`src/rtl/ex_operand_stage.sv`:
```
// ex_operand_stage: ID/EX pipeline register plus operand preparation for the
// EX stage of a 5-stage MIPS datapath. Decodes the ALU control code at capture,
// forwards EX/MEM and MEM/WB results combinationally onto the ALU operands, and
// raises a one-cycle stall for load-use pairs while inserting a bubble.
module ex_operand_stage (
    input  logic        clk,
    input  logic        reset,
    input  logic        id_valid,
    input  logic [31:0] id_rs_data,
    input  logic [31:0] id_rt_data,
    input  logic [15:0] id_imm,
    input  logic [4:0]  id_rs,
    input  logic [4:0]  id_rt,
    input  logic [4:0]  id_rd,
    input  logic [1:0]  id_aluop,
    input  logic [5:0]  id_funct,
    input  logic        id_alusrc,
    input  logic        id_regdst,
    input  logic        id_regwrite,
    input  logic        id_memread,
    input  logic        id_memwrite,
    input  logic        id_memtoreg,
    input  logic        flush,
    input  logic        exmem_regwrite,
    input  logic [4:0]  exmem_rd,
    input  logic [31:0] exmem_result,
    input  logic        memwb_regwrite,
    input  logic [4:0]  memwb_rd,
    input  logic [31:0] memwb_result,
    output logic        hazard_stall,
    output logic        ex_valid,
    output logic [3:0]  alu_ctrl,
    output logic [31:0] first_operand,
    output logic [31:0] second_operand,
    output logic [31:0] ex_store_data,
    output logic [4:0]  ex_dest,
    output logic        ex_regwrite,
    output logic        ex_memread,
    output logic        ex_memwrite,
    output logic        ex_memtoreg
);

    // ALU control code from main-control ALUOp and the R-type funct field.
    // Unknown funct maps to 15, which the ALU treats as "output zero".
    function automatic logic [3:0] alu_decode(input logic [1:0] aluop,
                                              input logic [5:0] funct);
        logic [3:0] code;
        code = 4'd15;
        case (aluop)
            2'b00: code = 4'd2;
            2'b01: code = 4'd6;
            2'b11: code = 4'd1;
            default: begin
                case (funct)
                    6'b100000: code = 4'd2;
                    6'b100010: code = 4'd6;
                    6'b100100: code = 4'd0;
                    6'b100101: code = 4'd1;
                    6'b100111: code = 4'd12;
                    6'b101010: code = 4'd7;
                    default:   code = 4'd15;
                endcase
            end
        endcase
        return code;
    endfunction

    // Forwarding mux for one source register; the younger EX/MEM result wins,
    // and $0 is never forwarded since its architectural value is always zero.
    function automatic logic [31:0] fwd_sel(input logic [4:0]  src,
                                            input logic [31:0] latched,
                                            input logic        em_we,
                                            input logic [4:0]  em_rd,
                                            input logic [31:0] em_res,
                                            input logic        mw_we,
                                            input logic [4:0]  mw_rd,
                                            input logic [31:0] mw_res);
        logic [31:0] val;
        if (em_we && (em_rd != 5'd0) && (em_rd == src))
            val = em_res;
        else if (mw_we && (mw_rd != 5'd0) && (mw_rd == src))
            val = mw_res;
        else
            val = latched;
        return val;
    endfunction

    logic        valid_q,    valid_d;
    logic [31:0] rs_data_q,  rs_data_d;
    logic [31:0] rt_data_q,  rt_data_d;
    logic [31:0] ext_imm_q,  ext_imm_d;
    logic [4:0]  rs_q,       rs_d;
    logic [4:0]  rt_q,       rt_d;
    logic [4:0]  dest_q,     dest_d;
    logic [3:0]  alu_ctrl_q, alu_ctrl_d;
    logic        alusrc_q,   alusrc_d;
    logic        regwrite_q, regwrite_d;
    logic        memread_q,  memread_d;
    logic        memwrite_q, memwrite_d;
    logic        memtoreg_q, memtoreg_d;

    logic [31:0] fwd_rs;
    logic [31:0] fwd_rt;

    // Load-use detection from current EX state; rt is compared even for
    // I-type consumers, which can cost a needless stall but is always safe.
    always_comb begin
        hazard_stall = valid_q && memread_q && id_valid && (dest_q != 5'd0) &&
                       ((dest_q == id_rs) || (dest_q == id_rt));
    end

    // Next-state selection: flush or stall inserts an all-zero bubble,
    // otherwise capture ID with control bits masked by id_valid.
    always_comb begin
        valid_d    = 1'b0;
        rs_data_d  = 32'd0;
        rt_data_d  = 32'd0;
        ext_imm_d  = 32'd0;
        rs_d       = 5'd0;
        rt_d       = 5'd0;
        dest_d     = 5'd0;
        alu_ctrl_d = 4'd0;
        alusrc_d   = 1'b0;
        regwrite_d = 1'b0;
        memread_d  = 1'b0;
        memwrite_d = 1'b0;
        memtoreg_d = 1'b0;
        if (!(flush || hazard_stall)) begin
            valid_d    = id_valid;
            rs_data_d  = id_rs_data;
            rt_data_d  = id_rt_data;
            ext_imm_d  = (id_aluop == 2'b11) ? {16'd0, id_imm}
                                             : {{16{id_imm[15]}}, id_imm};
            rs_d       = id_rs;
            rt_d       = id_rt;
            dest_d     = id_regdst ? id_rd : id_rt;
            alu_ctrl_d = alu_decode(id_aluop, id_funct);
            alusrc_d   = id_valid && id_alusrc;
            regwrite_d = id_valid && id_regwrite;
            memread_d  = id_valid && id_memread;
            memwrite_d = id_valid && id_memwrite;
            memtoreg_d = id_valid && id_memtoreg;
        end
    end

    // ID/EX register; reset takes priority over flush/stall/capture.
    always_ff @(posedge clk) begin
        if (reset) begin
            valid_q    <= 1'b0;
            rs_data_q  <= 32'd0;
            rt_data_q  <= 32'd0;
            ext_imm_q  <= 32'd0;
            rs_q       <= 5'd0;
            rt_q       <= 5'd0;
            dest_q     <= 5'd0;
            alu_ctrl_q <= 4'd0;
            alusrc_q   <= 1'b0;
            regwrite_q <= 1'b0;
            memread_q  <= 1'b0;
            memwrite_q <= 1'b0;
            memtoreg_q <= 1'b0;
        end else begin
            valid_q    <= valid_d;
            rs_data_q  <= rs_data_d;
            rt_data_q  <= rt_data_d;
            ext_imm_q  <= ext_imm_d;
            rs_q       <= rs_d;
            rt_q       <= rt_d;
            dest_q     <= dest_d;
            alu_ctrl_q <= alu_ctrl_d;
            alusrc_q   <= alusrc_d;
            regwrite_q <= regwrite_d;
            memread_q  <= memread_d;
            memwrite_q <= memwrite_d;
            memtoreg_q <= memtoreg_d;
        end
    end

    // Combinational forwarding and operand/control outputs to the ALU and EX/MEM.
    always_comb begin
        fwd_rs = fwd_sel(rs_q, rs_data_q, exmem_regwrite, exmem_rd, exmem_result,
                         memwb_regwrite, memwb_rd, memwb_result);
        fwd_rt = fwd_sel(rt_q, rt_data_q, exmem_regwrite, exmem_rd, exmem_result,
                         memwb_regwrite, memwb_rd, memwb_result);
        first_operand  = fwd_rs;
        ex_store_data  = fwd_rt;
        second_operand = alusrc_q ? ext_imm_q : fwd_rt;
        ex_valid       = valid_q;
        alu_ctrl       = alu_ctrl_q;
        ex_dest        = dest_q;
        ex_regwrite    = regwrite_q && valid_q;
        ex_memread     = memread_q && valid_q;
        ex_memwrite    = memwrite_q && valid_q;
        ex_memtoreg    = memtoreg_q;
    end

endmodule
```
`config.mk`:
```
export PLATFORM = sky130hd
export DESIGN_NAME = ex_operand_stage
export DESIGN_NICKNAME = d
export VERILOG_FILES = /design/src/rtl/ex_operand_stage.sv
export SDC_FILE = /design/constraint.sdc
export NUM_CORES = 1
export LEC_CHECK = 0
export CORE_ASPECT_RATIO = 1.75
export CORE_MARGIN = 1
export CORE_UTILIZATION = 30
export DETAILED_ROUTE_END_ITERATION = 7
export PLACE_DENSITY = 0.68
export REMOVE_ABC_BUFFERS = 1
export SKIP_LAST_GASP = 1
export SYNTH_ARGS = -nofsm -noshare
export SYNTH_HDL_FRONTEND = slang
export SYNTH_SLANG_ARGS = --single-unit
```
`constraint.sdc`:
```
create_clock -name clk -period 5.7 [get_ports clk]
set_input_delay 1.71 -clock clk [delete_from_list [all_inputs] [get_ports clk]]
set_output_delay 1.71 -clock clk [all_outputs]
set_load 0.01 [all_outputs]
```
* Yosys cells after proc, flatten, opt, wreduce, memory -nomap -nowiden
Cells that the tools add are included.
** Storage, ports and cells
- Bits of input ports :: 189
- Flip-flop bits (word level) :: 106
- Word-level logic and storage cells :: 61
- Output and inout port bits :: 111
** Operators by class
- Mux-type cells :: 8
- Eq/ne operators :: 14
- Reduce and logical (&&, ||, !) cells :: 25
** Operators by type and width (number)
- two-way mux 32 bit :: 5
- equality test 6 bit (second input constant) :: 6
- equality test 5 bit :: 6
- case mux 4 bit (6 select lines) :: 1
- logical AND 1 bit :: 17
- nonzero test 5 bit :: 3
- case mux 4 bit (3 select lines) :: 1
- two-way mux 5 bit :: 1
- OR reduction 3 bit :: 1
- equality test 2 x 1 -> 1 bit (second input constant) :: 1
- equality test 2 bit (second input constant) :: 1
- zero test 2 bit :: 1
- logical OR 1 bit :: 2
- OR reduction 2 bit :: 1

* Depth between registers and ports, before layout
Gate-level depths: netlist of the first run.
- Depth after elaboration :: 6
- Depth in mapped cells :: 8

* Worst setup path after synthesis of the first run
No wires, ideal clock.
- Kind :: input-to-output
- Start :: input port exmem_rd[1]
- End :: output port second_operand[16]
- Data arrival time :: 3.121 ns
- Setup slack :: 0.869 ns
- Stages :: 7
- Cell sequence :: or4_4 > o211ai_2 > or2_1 > buf_4 > buf_6 > nor2_1 > o31ai_1
** On the way
- Cells in the longest elaborated chain, start to end :: 5
** RTL lines
- from (decl) :: RTL line 25 : input logic [4:0] exmem_rd,
- nonzero test 5 bit :: RTL line 79 : if (em_we && (em_rd != 5'd0) && (em_rd == src))
- logical AND 1 bit :: RTL line 79
- logical AND 1 bit (*) :: RTL line 79
- two-way mux 32 bit (*) :: RTL line 79
- two-way mux 32 bit (*) :: RTL line 187 : second_operand = alusrc_q ? ext_imm_q : fwd_rt;
- to (decl) :: RTL line 34 : output logic [31:0] second_operand,
Every way passes the cells marked *; elsewhere a longest branch is shown, timed or not.

* Worst setup path in the final report of the first run
- Start :: input port exmem_rd[1]
- End :: output port ex_store_data[16]
** On the way
- Cells in the longest elaborated chain, start to end :: 4
** RTL lines
- nonzero test 5 bit :: RTL line 79
- logical AND 1 bit :: RTL line 79
- logical AND 1 bit (*) :: RTL line 79
- two-way mux 32 bit (*) :: RTL line 79
- to (decl) :: RTL line 35 : output logic [31:0] ex_store_data,
Marks and branches as above.

==> impl_results.md, run 1 <==
* Latest clock arrival within the worst-skew pair at 0.35 ns
* Worst clock skew at 0.0162 ns
* Hold buffers post-CTS at 0
* Post-Syn Area per Cell at 8.70 um^2
* Initial DRT Pass Iterations at 4
* Final Instance Area at 9550 um^2
* CP bufs+invs at 5
* Setup slack after layout at 0.0244 ns
* Crit path DAT at 3.97 ns
* Critical path fanouts, max at 11
* PD cells at 191 nW/um^2
* Cells after DPL at 1159
* HP Start: memread_q
* Die X at 106 um
* H-tree lvl count at 3
* Routed len/inst at 18.3 um
* Type of the worst setup path: in -> out
* Delay of the slowest critical-path stage at 0.55 ns
* Num CTS Buffers at 9
* Largest net degree at the start of global routing at 64
* Clock power share at 33.7%
* Fin nets at 1131
* Worst VDD drop at 144 uV
* Period utilisation layout at 99.6%
* Gr usage total at 22.3%
* Port Buffers at 299
* Gate Count Post-Synth at 647
* DP HPWL at 15200 um
* Period minus WS final at 5.68 ns
* Crit Reg-Reg Startpoint: ex_dest[1]
* DIE HEIGHT at 183 um
* PnR Total Power at 0.00182 W
* Die footprint at 19300 um^2
* Setup crit end kind: primary output
* First-pass GRT wire length at 32500 um
* Library cells used by synthesis at 38
* Total grt overflow at 0
* Sw Ratio at 26.9%
* Detailed-route via count at 5563
* Critical path origin: exmem_rd[1]
* RD Place Congestion at 0.821
* Clock buffer depth at 2
* Number of global-route vias before repair at 5811
* Relative slew slack at 36.0%
* DRT iter0 DRCs at 165
* Final TNS setup at 0 ns
* Internal power at 0.00133 W
* Crit-path leading delay family: buffers and inverters
* Initial Util at 30.9%
* Clk sink count at 106
* Fmax at 176 MHz
* Hold Path Class: reg -> reg
* Root Buffer: clkbuf_16
* Status: finished, final reports clean
* Clk slew on worst S/H paths at 0.08 ns
* # DRC at 0
* Crit path launch type: input port
* Top cell by count, worst path: buf_4
* Register area share after synthesis at 37.7%
* CTS tree: yes
* Dpl ws at -0.312 ns
* Area Overhead vs Synth at 69.6%
* Static leakage at 4.04 nW
* P_sw at 0.000490 W
* Max-slew violation count at 0
* Logic pwr share at 23.5%
* ANT nets after route at 0
* Core Rows at 65
* Layout cells sized above 1 at 12.6%
* Vias/cell at 4.71
* Max cap viols at 0
* Core Footprint at 18200 um^2
* RSZ-0062 raised after global routing: true
* Synth warnings at 0
* Crit path required time at 3.99 ns
* Post-Layout Cell Count at 1182
* Num ports at 300
* CP max-delay cell: or4_4
* Synthesized area at 5630 um^2
* Reg power frac at 42.9%
* CP cell instances: clkdlybuf4s50_1 > or4_4 > o211ai_2 > buf_4 > nor2_4 > buf_12 > a211oi_4 > buf_4 > nor2_1 > dlygate4sd2_1
* #FFs+latches synth at 106
* Initial antenna violation count at 0
* Slew @ Worst Pin at 0.958 ns
* Final Hold Fails at 0
* Final Setup Violations at 0
* Cell Area, Placed at 8970 um^2
* Detailed Route WL at 21600 um
logic make-up after synthesis:
group | synth area share [%]
AND/OR/NAND/NOR | 22.5
flip-flops | 37.7
multiplexers | 6.76
AO/OA/AOI/OAI | 21.1
buffers and inverters | 7.07
XOR/XNOR | 4.82
stage by stage:
step | util (%) | hold WS [ns]
6_report | 52.4 | 1.20
5_1_grt | 52.4 | 1.30
4_1_cts | 51.8 | 1.22
3_5_place_dp | 49.3 | 1.19
3_3_place_gp | 49.3 | 1.18
2_1_floorplan | - | 1.39
final cells by class:
| class | count | area [um^2] |
|---|---|---|
| Timing Repair Buffer | 334 | 3370 |
| Inverter | 32 | 120 |
| Clock buffer | 12 | 246 |
| Fill cell | 1754 | 8670 |
| Multi-Input combinational cell | 459 | 3350 |
| Sequential cell | 106 | 2120 |
| Tap cell | 234 | 293 |
| Clock inverter | 4 | 33.8 |
| Antenna cell | 1 | 2.50 |
tightest hold or removal path: cells and delay by family, from the launching register on:
kind	cells	cell delay, ns
AO/OA/AOI/OAI	1	0.13
buffers and inverters	1	0.34
flip-flops	1	0.30
AND/OR/NAND/NOR	3	0.39
cell usage after synthesis:
library cell	number	share of area, %
dfxtp_1	106	38
nor2_1	106	7.1
and2_1	94	10
mux2i_1	38	6.8
a21oi_1	33	2.9
a31oi_1	33	3.7
inv_1	32	2.1
a211oi_2	30	6.7
o31ai_2	25	5.6
nand2_1	22	1.5
clkbuf_1	20	1.3
xor2_1	19	3.0
xnor2_1	12	1.9
buf_2	11	0.98
and3_1	8	0.89
buf_4	7	0.93
nor2b_1	7	0.78
o31ai_1	7	0.93
buf_6	6	1.2
clkbuf_2	4	0.36
nor3_1	4	0.36
nand2b_1	3	0.33
a211oi_1	2	0.27
and4_1	2	0.31
buf_1	2	0.13
or4_1	2	0.27
a21boi_0	1	0.13
a22oi_1	1	0.13
a31o_2	1	0.16
nand3_1	1	0.089
nand4_1	1	0.11
nor4_1	1	0.11
o211a_1	1	0.18
o211ai_2	1	0.22
o21ai_0	1	0.089
o31a_2	1	0.18
or2_1	1	0.11
or4_4	1	0.20
power groups by stage:
stage | registers (W) | clock network [W] | logic (W)
5_1_grt | 0.000784 | 0.000660 | 0.000459
4_1_cts | 0.000781 | 0.000634 | 0.000422
3_5_place_dp | 0.000799 | 0 | 0.000435
6_report | 0.000781 | 0.000614 | 0.000428
2_1_floorplan | 0.000800 | 0 | 0.000147
3_3_place_gp | 0.000798 | 0 | 0.000432
path summary, 6_finish.rpt:
kind	to	slack [ns]	cells after the start
max	ex_store_data[16]	0.02	10
min	rs_data_q[19]	1.20	5
max reg2reg	ext_imm_q[16]	3.52	5
min reg2reg	rs_data_q[19]	1.20	5
sequential cells by signal, summed over array words and instances (netlist names), 4 cells and up:
signal	flops
rt_q	5
rs_data_q	32
rs_q	5
rt_data_q	32
ext_imm_q	17
ex_dest	5
alu_ctrl	4
placed cells by master, fill, tap and decap left out, drive strengths merged, types with 2 or more instances in the layout:
cell           instances
dfxtp                106
nor2b                  7
xnor2                 12
dlygate4sd2           72
o31ai                 32
a31oi                 33
mux2i                 38
and3                   8
clkdlybuf4s50        200
clkdlybuf4s15         23
or4                    3
nor2                 106
nor3                   4
bufbuf                 3
xor2                  19
clkbuf                14
inv                   34
a211oi                32
dlymetal6s2s           2
buf                   32
and2                  94
a21oi                 33
nand2                 22
nand2b                 3
and4                   2
metal layers:
metal	up-vias	wire [um]	GRT usage (%)
met5	-	0	0
met4	0	556	7.94
met3	40	1290	5.05
met2	206	11600	42.2
met1	2553	8110	23.9
li1	2764	-	-
what timing repair did:
item	in CTS	in global routing
pin swaps	2	3
buffers inserted	2	0
hold endpoints to repair	0	0
cloned	4	0
endpoints found under the setup margin	96	55
resized for setup	120	41
Power figures use the tool's default switching activity.
==> run 2: changes to the inputs <==
TNS_END_PERCENT = 10   (was unset)
==> run 2 against run 1 <==
Compared with the run above:
- the flow now finishes with violations (negative setup slack)
- critical endpoint is now first_operand[4]
- non-clock buffer count down 4
- largest cell class unchanged
- via count is essentially flat
- register-to-register slack improved by 0.02 ns
- cell count is 0.34% lower
- power about the same
- clock power fell by 0.8%
==> impl_results.md, run 2 (same netlist as run 1, synthesis figures left out) <==
* Status: finished, violations left
* Failing checks: negative setup slack
* Final Hold Fails at 0 (unchanged)
* Hold Path Class: reg -> reg
* CP cell instances: clkdlybuf4s50_1 > or4_4 > o21ai_0 > or4_4 > bufbuf_16 > nor2_1 > a21oi_1 > clkdlybuf4s50_1
* GRT busiest layer: met2
* R2r setup slk at 3.54 ns (+0.02 ns)
* Port Buffers at 299 (unchanged)
* First-pass GRT wire length at 31500 um (-3.1%)
* Crit path launch type: input port
* Crit path required time at 3.99 ns (about the same)
* RSZ-0062 raised after global routing: true
* Number of global-route vias before repair at 5715 (-1.7%)
* Fmax at 170 MHz (-3.5%)
* Most common library cell in the layout ignoring fill and taps: clkdlybuf4s50_1
* Worst clock skew at 0.0147 ns (-0.00149 ns)
* Slew @ Worst Pin at 0.941 ns (-0.0164 ns)
* CP Depth at 8 (-2)
* Layout cells sized above 1 at 11.8% (-0.80 points)
* PnR Total Power at 0.00182 W (about the same)
* Clock power share at 33.4% (-0.3 points)
* Num CTS Buffers at 9 (unchanged)
* Total grt overflow at 0 (unchanged)
* Reg power frac at 42.8% (about the same)
* Clock buffer depth at 2 (unchanged)
* Critical path origin: exmem_rd[2]
* PD cells at 195 nW/um^2 (+2.2%)
* Die X at 106 um (unchanged)
* DP HPWL at 15200 um (unchanged)
* Hold Path Cell Cnt at 5 (unchanged)
* Finished Core Util at 51.3% (-1.1 points)
* Met3 usage at 4.69% (-0.36 points)
* Final Setup Violations at 82 (+82)
* Initial DRT Pass Iterations at 5 (+1)
* H-tree lvl count at 3 (unchanged)
* Latest clock arrival within the worst-skew pair at 0.35 ns (about the same)
* Setup crit end kind: primary output
* CP bufs+invs at 3 (-2)
* Crit path to: first_operand[4]
* Setup slack after layout at -0.182 ns (-0.206 ns)
* DIE HEIGHT at 183 um (unchanged)
* # DRC at 0 (unchanged)
* Fillers at 1757 (+0.17%)
* ANT nets after route at 0 (unchanged)
* Core Footprint at 18200 um^2 (unchanged)
* Initial Util at 30.9% (unchanged)
* Critical path fanouts, max at 16 (+5)
* Die footprint at 19300 um^2 (unchanged)
* Area Overhead vs Synth at 66.0%
* Most frequent cells in the layout: clkdlybuf4s50_1 (284), dfxtp_1 (105), nor2_1 (104), and2_1 (94), mux2i_1 (38)
* Clk slew on worst S/H paths at 0.08 ns (about the same)
* Logic pwr share at 23.8% (+0.3 points)
* Clk sink count at 106 (unchanged)
* Vias/cell at 4.72 (+0.25%)
* CP max-delay cell: or4_4
* Met2 Track Usage GR at 40.8% (-1.4 points)
* Worst VDD drop at 142 uV (-1.5%)
* Routed len/inst at 17.7 um (-3.1%)
* P_sw at 0.000476 W (-2.9%)
* Period minus WS final at 5.88 ns (+0.206 ns)
* Detailed-route via count at 5558 (-0.090%)
* Num ports at 300 (unchanged)
* M1 GR Usage at 22.8% (-1.0 points)
* Relative slew slack at 37.1% (+1.1 points)
* Crit Reg-Reg Startpoint: ex_dest[1]
* Gr usage total at 21.5% (-0.81 points)
* Initial antenna violation count at 0 (unchanged)
* Crit path DAT at 4.17 ns (+0.20 ns)
* Setup bufs post-CTS at 0 (-2)
* Hold buffers post-CTS at 0 (unchanged)
* Crit-path leading delay family: buffers and inverters
* Fin nets at 1127 (-0.35%)
* CTS tree: yes
* RR Endpoint: ext_imm_q[16]
* Largest registers: rs_data_q: 32 flops, rt_data_q: 32 flops, ext_imm_q: 17 flops
* Sw Ratio at 26.1% (-0.79 points)
* Detailed Route WL at 20800 um (-3.4%)
* DRT iter0 DRCs at 161 (-2.4%)
* Largest net degree at the start of global routing at 64 (unchanged)
* Core Rows at 65 (unchanged)
* Period utilisation layout at 103% (+3.6 points)
* Root Buffer: clkbuf_16
* Delay of the slowest critical-path stage at 0.55 ns (about the same)
* Max-slew violation count at 0 (unchanged)
* Worst reg2reg path depth at 5 (unchanged)
* Type of the worst setup path: in -> out
* RD Place Congestion at 0.821 (unchanged)
* Max cap viols at 0 (unchanged)
* WHS at 1.20 ns (-0.00254 ns)
* Internal power at 0.00135 W (+1.1%)
* Static leakage at 3.72 nW (-8.0%)
run 2: repair_timing:
item / 4_1_cts / 5_1_grt
pin swaps: 1 / 0
resized for setup: 12 / 8
gates cloned: 2 / 0
setup endpoints to repair: 96 / 95
run 2: power by group through the flow:
| stage | logic (W) | clock network, W | registers (W) |
|---|---|---|---|
| final | 0.000433 | 0.000609 | 0.000781 |
| after global routing | 0.000465 | 0.000659 | 0.000784 |
| after CTS | 0.000438 | 0.000634 | 0.000781 |
| after detailed placement | 0.000435 | 0 | 0.000799 |
| after global placement | 0.000432 | 0 | 0.000798 |
| after floorplan | 0.000147 | 0 | 0.000800 |
run 2: metal layers:
metal / up-vias / routed length [um]
li1: 2773 / -
met1: 2549 / 7790
met2: 204 / 11300
met3: 32 / 1230
met4: 0 / 544
met5: - / 0
run 2: area by class of cell:
| cell class | instances | area, um^2 | share of cell area [%] |
|---|---|---|---|
| antenna | 1 | 2.50 | 0.0268 |
| multi-input combinational | 459 | 3140 | 33.6 |
| timing repair buffer | 330 | 3380 | 36.2 |
| clock inverter | 4 | 33.8 | 0.362 |
| clock buffer | 12 | 246 | 2.64 |
| tap | 234 | 293 | 3.13 |
| sequential | 106 | 2120 | 22.7 |
| inverter | 32 | 120 | 1.29 |
run 2: how the worst min path moves through the flow:
stage,from,endpoint,slack [ns]
2_1_floorplan,ex_dest[0],alu_ctrl[1],1.39
3_3_place_gp,memread_q,ex_valid,1.18
3_5_place_dp,memread_q,rt_data_q[6],1.19
4_1_cts,memread_q,ex_valid,1.22
5_1_grt,memread_q,rt_data_q[1],1.29
6_report,memread_q,rt_data_q[19],1.20
run 2: stage by stage:
step           instance area [um^2]  cells  worst slack, ns  TNS [ns]
3_3_place_gp                   8970   1159           -0.351    -12.56
5_1_grt                        9340   1177           -0.273    -18.31
6_report                       9340   1178           -0.182     -9.87
2_1_floorplan                  5350    597           -0.853    -44.69
4_1_cts                        9320   1177           -0.191    -11.72
3_5_place_dp                   8970   1159           -0.312    -14.65
run 2: worst register-to-register path: cells and delay by family, from the launching register on:
family | cells | cell delay, ns
simple gates | 3 | 1.12
buf+inv | 1 | 0.45
flops | 1 | 0.36
compound gates | 1 | 0.17
==> run 3: changes to the inputs <==
ABC_AREA = 1   (was unset)
PLACE_DENSITY = 0.67   (was 0.68)
==> run 3 against run 2 <==
Compared with the run above:
- the run now ends clean
- critical path type unchanged
- first-iteration DRC count rose by 48%
- worst hold slack worse by 0.32 ns
- global-route usage increased by 1.4 points
- sequential cell count unchanged
==> impl_results.md, run 3 <==
* Status: finished, final reports clean
* Critical path fanouts, max at 7 (-9)
* Share of async-settable or async-resettable flops after synthesis at 0% (unchanged)
* ANT nets after route at 0 (unchanged)
* Initial Util at 30.4% (-0.49 points)
* Final Setup Violations at 0 (-100%)
* RD Place Congestion at 0.912 (+11%)
* Detailed Route WL at 23200 um (+11%)
* Library cells used by synthesis at 26 (-32%)
* RSZ-0062 raised after global routing: true
* Period utilisation layout at 98.7% (-4.5 points)
* Crit path DAT at 3.92 ns (-0.25 ns)
* Cells after DPL at 1462 (+26%)
* DP HPWL at 17800 um (+17%)
* Die X at 109 um (+3.0%)
* Worst VDD drop at 150 uV (+5.9%)
* DRT iter0 DRCs at 239 (+48%)
* Routed len/inst at 15.7 um (-11%)
* Final Hold Fails at 0 (unchanged)
* Root Buffer: clkbuf_16
* Detailed-route via count at 6920 (+25%)
* Latest clock arrival within the worst-skew pair at 0.35 ns (about the same)
* Area Overhead vs Synth at 63.3%
* Most frequent cells in the layout: clkdlybuf4s50_1 (290), nand2_1 (217), inv_1 (146), nand3_1 (138), nor2_1 (125)
* Largest registers: rs_data_q: 32 flops, rt_data_q: 32 flops, ext_imm_q: 17 flops
* # DRC at 0 (unchanged)
* Fmax at 178 MHz (+4.5%)
* Total grt overflow at 0 (unchanged)
* Largest net degree at the start of global routing at 70 (+9.4%)
* Port Buffers at 299 (unchanged)
* PnR Total Power at 0.00192 W (+5.0%)
* Clk slew on worst S/H paths at 0.07 ns (about the same)
* Post-synth EDFFs at 0 (unchanged)
* Slew @ Worst Pin at 0.807 ns (-0.134 ns)
* Gr usage total at 22.8% (+1.4 points)
* Finished Core Util at 49.6% (-1.6 points)
* First-pass GRT wire length at 35400 um (+12%)
* Max-slew violation count at 0 (unchanged)
* Post-Layout Cell Count at 1479 (+26%)
* Vias/cell at 4.68 (-0.83%)
* Crit path launch type: input port
* Top cells by area, synth: dfxtp_1 (36%), nand2_1 (14%), nand3_1 (12%)
* CTS tree: yes
* PD cells at 196 nW/um^2 (+0.58%)
* Relative slew slack at 46.2% (+9.1 points)
* DIE HEIGHT at 189 um (+3.0%)
* Synthesized area at 5980 um^2 (+6.2%)
* Fin nets at 1419 (+26%)
* Max cap viols at 0 (unchanged)
* Setup crit end kind: primary output
* Post-synth top cells: nand2_1 (221), inv_1 (146), nand3_1 (139), nor2_1 (127), dfxtp_1 (106)
* Layout cells sized above 1 at 4.87% (-6.9 points)
* Period minus WS final at 5.63 ns (-0.255 ns)
* Post-Syn Area per Cell at 6.36 um^2 (-27%)
* Static leakage at 4.75 nW (+28%)
* Clk sink count at 106 (unchanged)
* Crit path required time at 3.99 ns (about the same)
* Gate Count Post-Synth at 939 (+45%)
* Core Rows at 68 (+4.6%)
* Worst clock skew at 0.00758 ns (-0.00715 ns)
* Core Footprint at 19700 um^2 (+7.9%)
* Synth warnings at 0 (unchanged)
* WHS at 0.880 ns (-0.318 ns)
* Initial antenna violation count at 1 (+1)
* Number of global-route vias before repair at 7039 (+23%)
* Post-synth top area share at 35.5% (-2.2 points)
* H-tree lvl count at 3 (unchanged)
* Setup slack after layout at 0.0730 ns (+0.255 ns)
* Most common library cell in the layout ignoring fill and taps: clkdlybuf4s50_1
* Num ports at 300 (unchanged)
* Post-synth top flop: dfxtp_1
* Hold Path Class: reg -> reg
* Num CTS Buffers at 9 (unchanged)
* Type of the worst setup path: in -> out
* Area leader, netlist: dfxtp_1
* Clock buffer depth at 2 (unchanged)
* Dpl ws at 0.0345 ns (+0.347 ns)
* Initial DRT Pass Iterations at 7 (+2)
* Register area share after synthesis at 35.5% (-2.2 points)
* Most frequent cell after synthesis: nand2_1
* #FFs+latches synth at 106 (unchanged)
* Die footprint at 20500 um^2 (+6.1%)
## run 3: critical path, cell delays in order
cell and delay, ns:
clkdlybuf4s50_1 0.54, xnor2_1 0.15, nand2_2 0.12, nor2_1 0.10, nand3b_1 0.09, buf_4 0.17
buf_2 0.20, nand3_1 0.12, nand3_1 0.08, nand2_1 0.09, clkdlybuf4s50_1 0.56
## run 3: cell type report
type,count,area (um^2)
well taps,245,307
inverters,150,566
multi-input cells,632,3090
repair buffers,331,3360
clock inverters,3,65.1
diodes,1,2.50
flip-flops and latches,106,2120
fillers,2008,9900
clock buffers,11,243
## run 3: cell families after synthesis
logic type                count (synthesis)  share of synthesized area (%)
and+or+nand+nor                         595                           46.3
DFF                                     106                           35.5
buffers and inverters                   201                           13.5
AOI/OAI and AO/OA                        15                           1.42
xor gates and xnor gates                 22                           3.22
## run 3: final timing paths
path	from	depth (start not counted)	slack, ns	end
min reg2reg	memread_q	7	0.88	ext_imm_q[16]
min	memread_q	7	0.88	ext_imm_q[16]
max reg2reg	ex_dest[1]	8	3.47	alu_ctrl[0]
max	exmem_rd[1]	11	0.07	second_operand[18]
## run 3: where the power goes
| group | internal [W] | switching, W |
|---|---|---|
| Sequential | 0.000770 | 0.0000110 |
| Combinational | 0.000263 | 0.000206 |
| Clock | 0.000392 | 0.000274 |
## run 3: routing by layer
metal | global-route usage [%] | part of all wire, % | up-vias
li1 | - | - | 3457
met1 | 21.8 | 36 | 3121
met2 | 43.3 | 53 | 276
met3 | 4.91 | 6.3 | 66
met4 | 13.3 | 4.7 | 0
met5 | 0 | 0 | -
## run 3: stage by stage
stage / area (um^2) / TNS [ns]
after floorplan: 5730 / -16.02
after global placement: 9400 / 0
after detailed placement: 9400 / 0
after CTS: 9700 / 0
after global routing: 9760 / -0.188
final: 9760 / 0
## run 3: timing repair
| item | CTS | global route |
|---|---|---|
| setup endpoints to repair | 0 | 93 |
| hold buffers | 0 | 0 |
| endpoints found under the hold margin | 0 | 0 |
| buffers inserted | 0 | 1 |
| gates resized for setup | 0 | 15 |
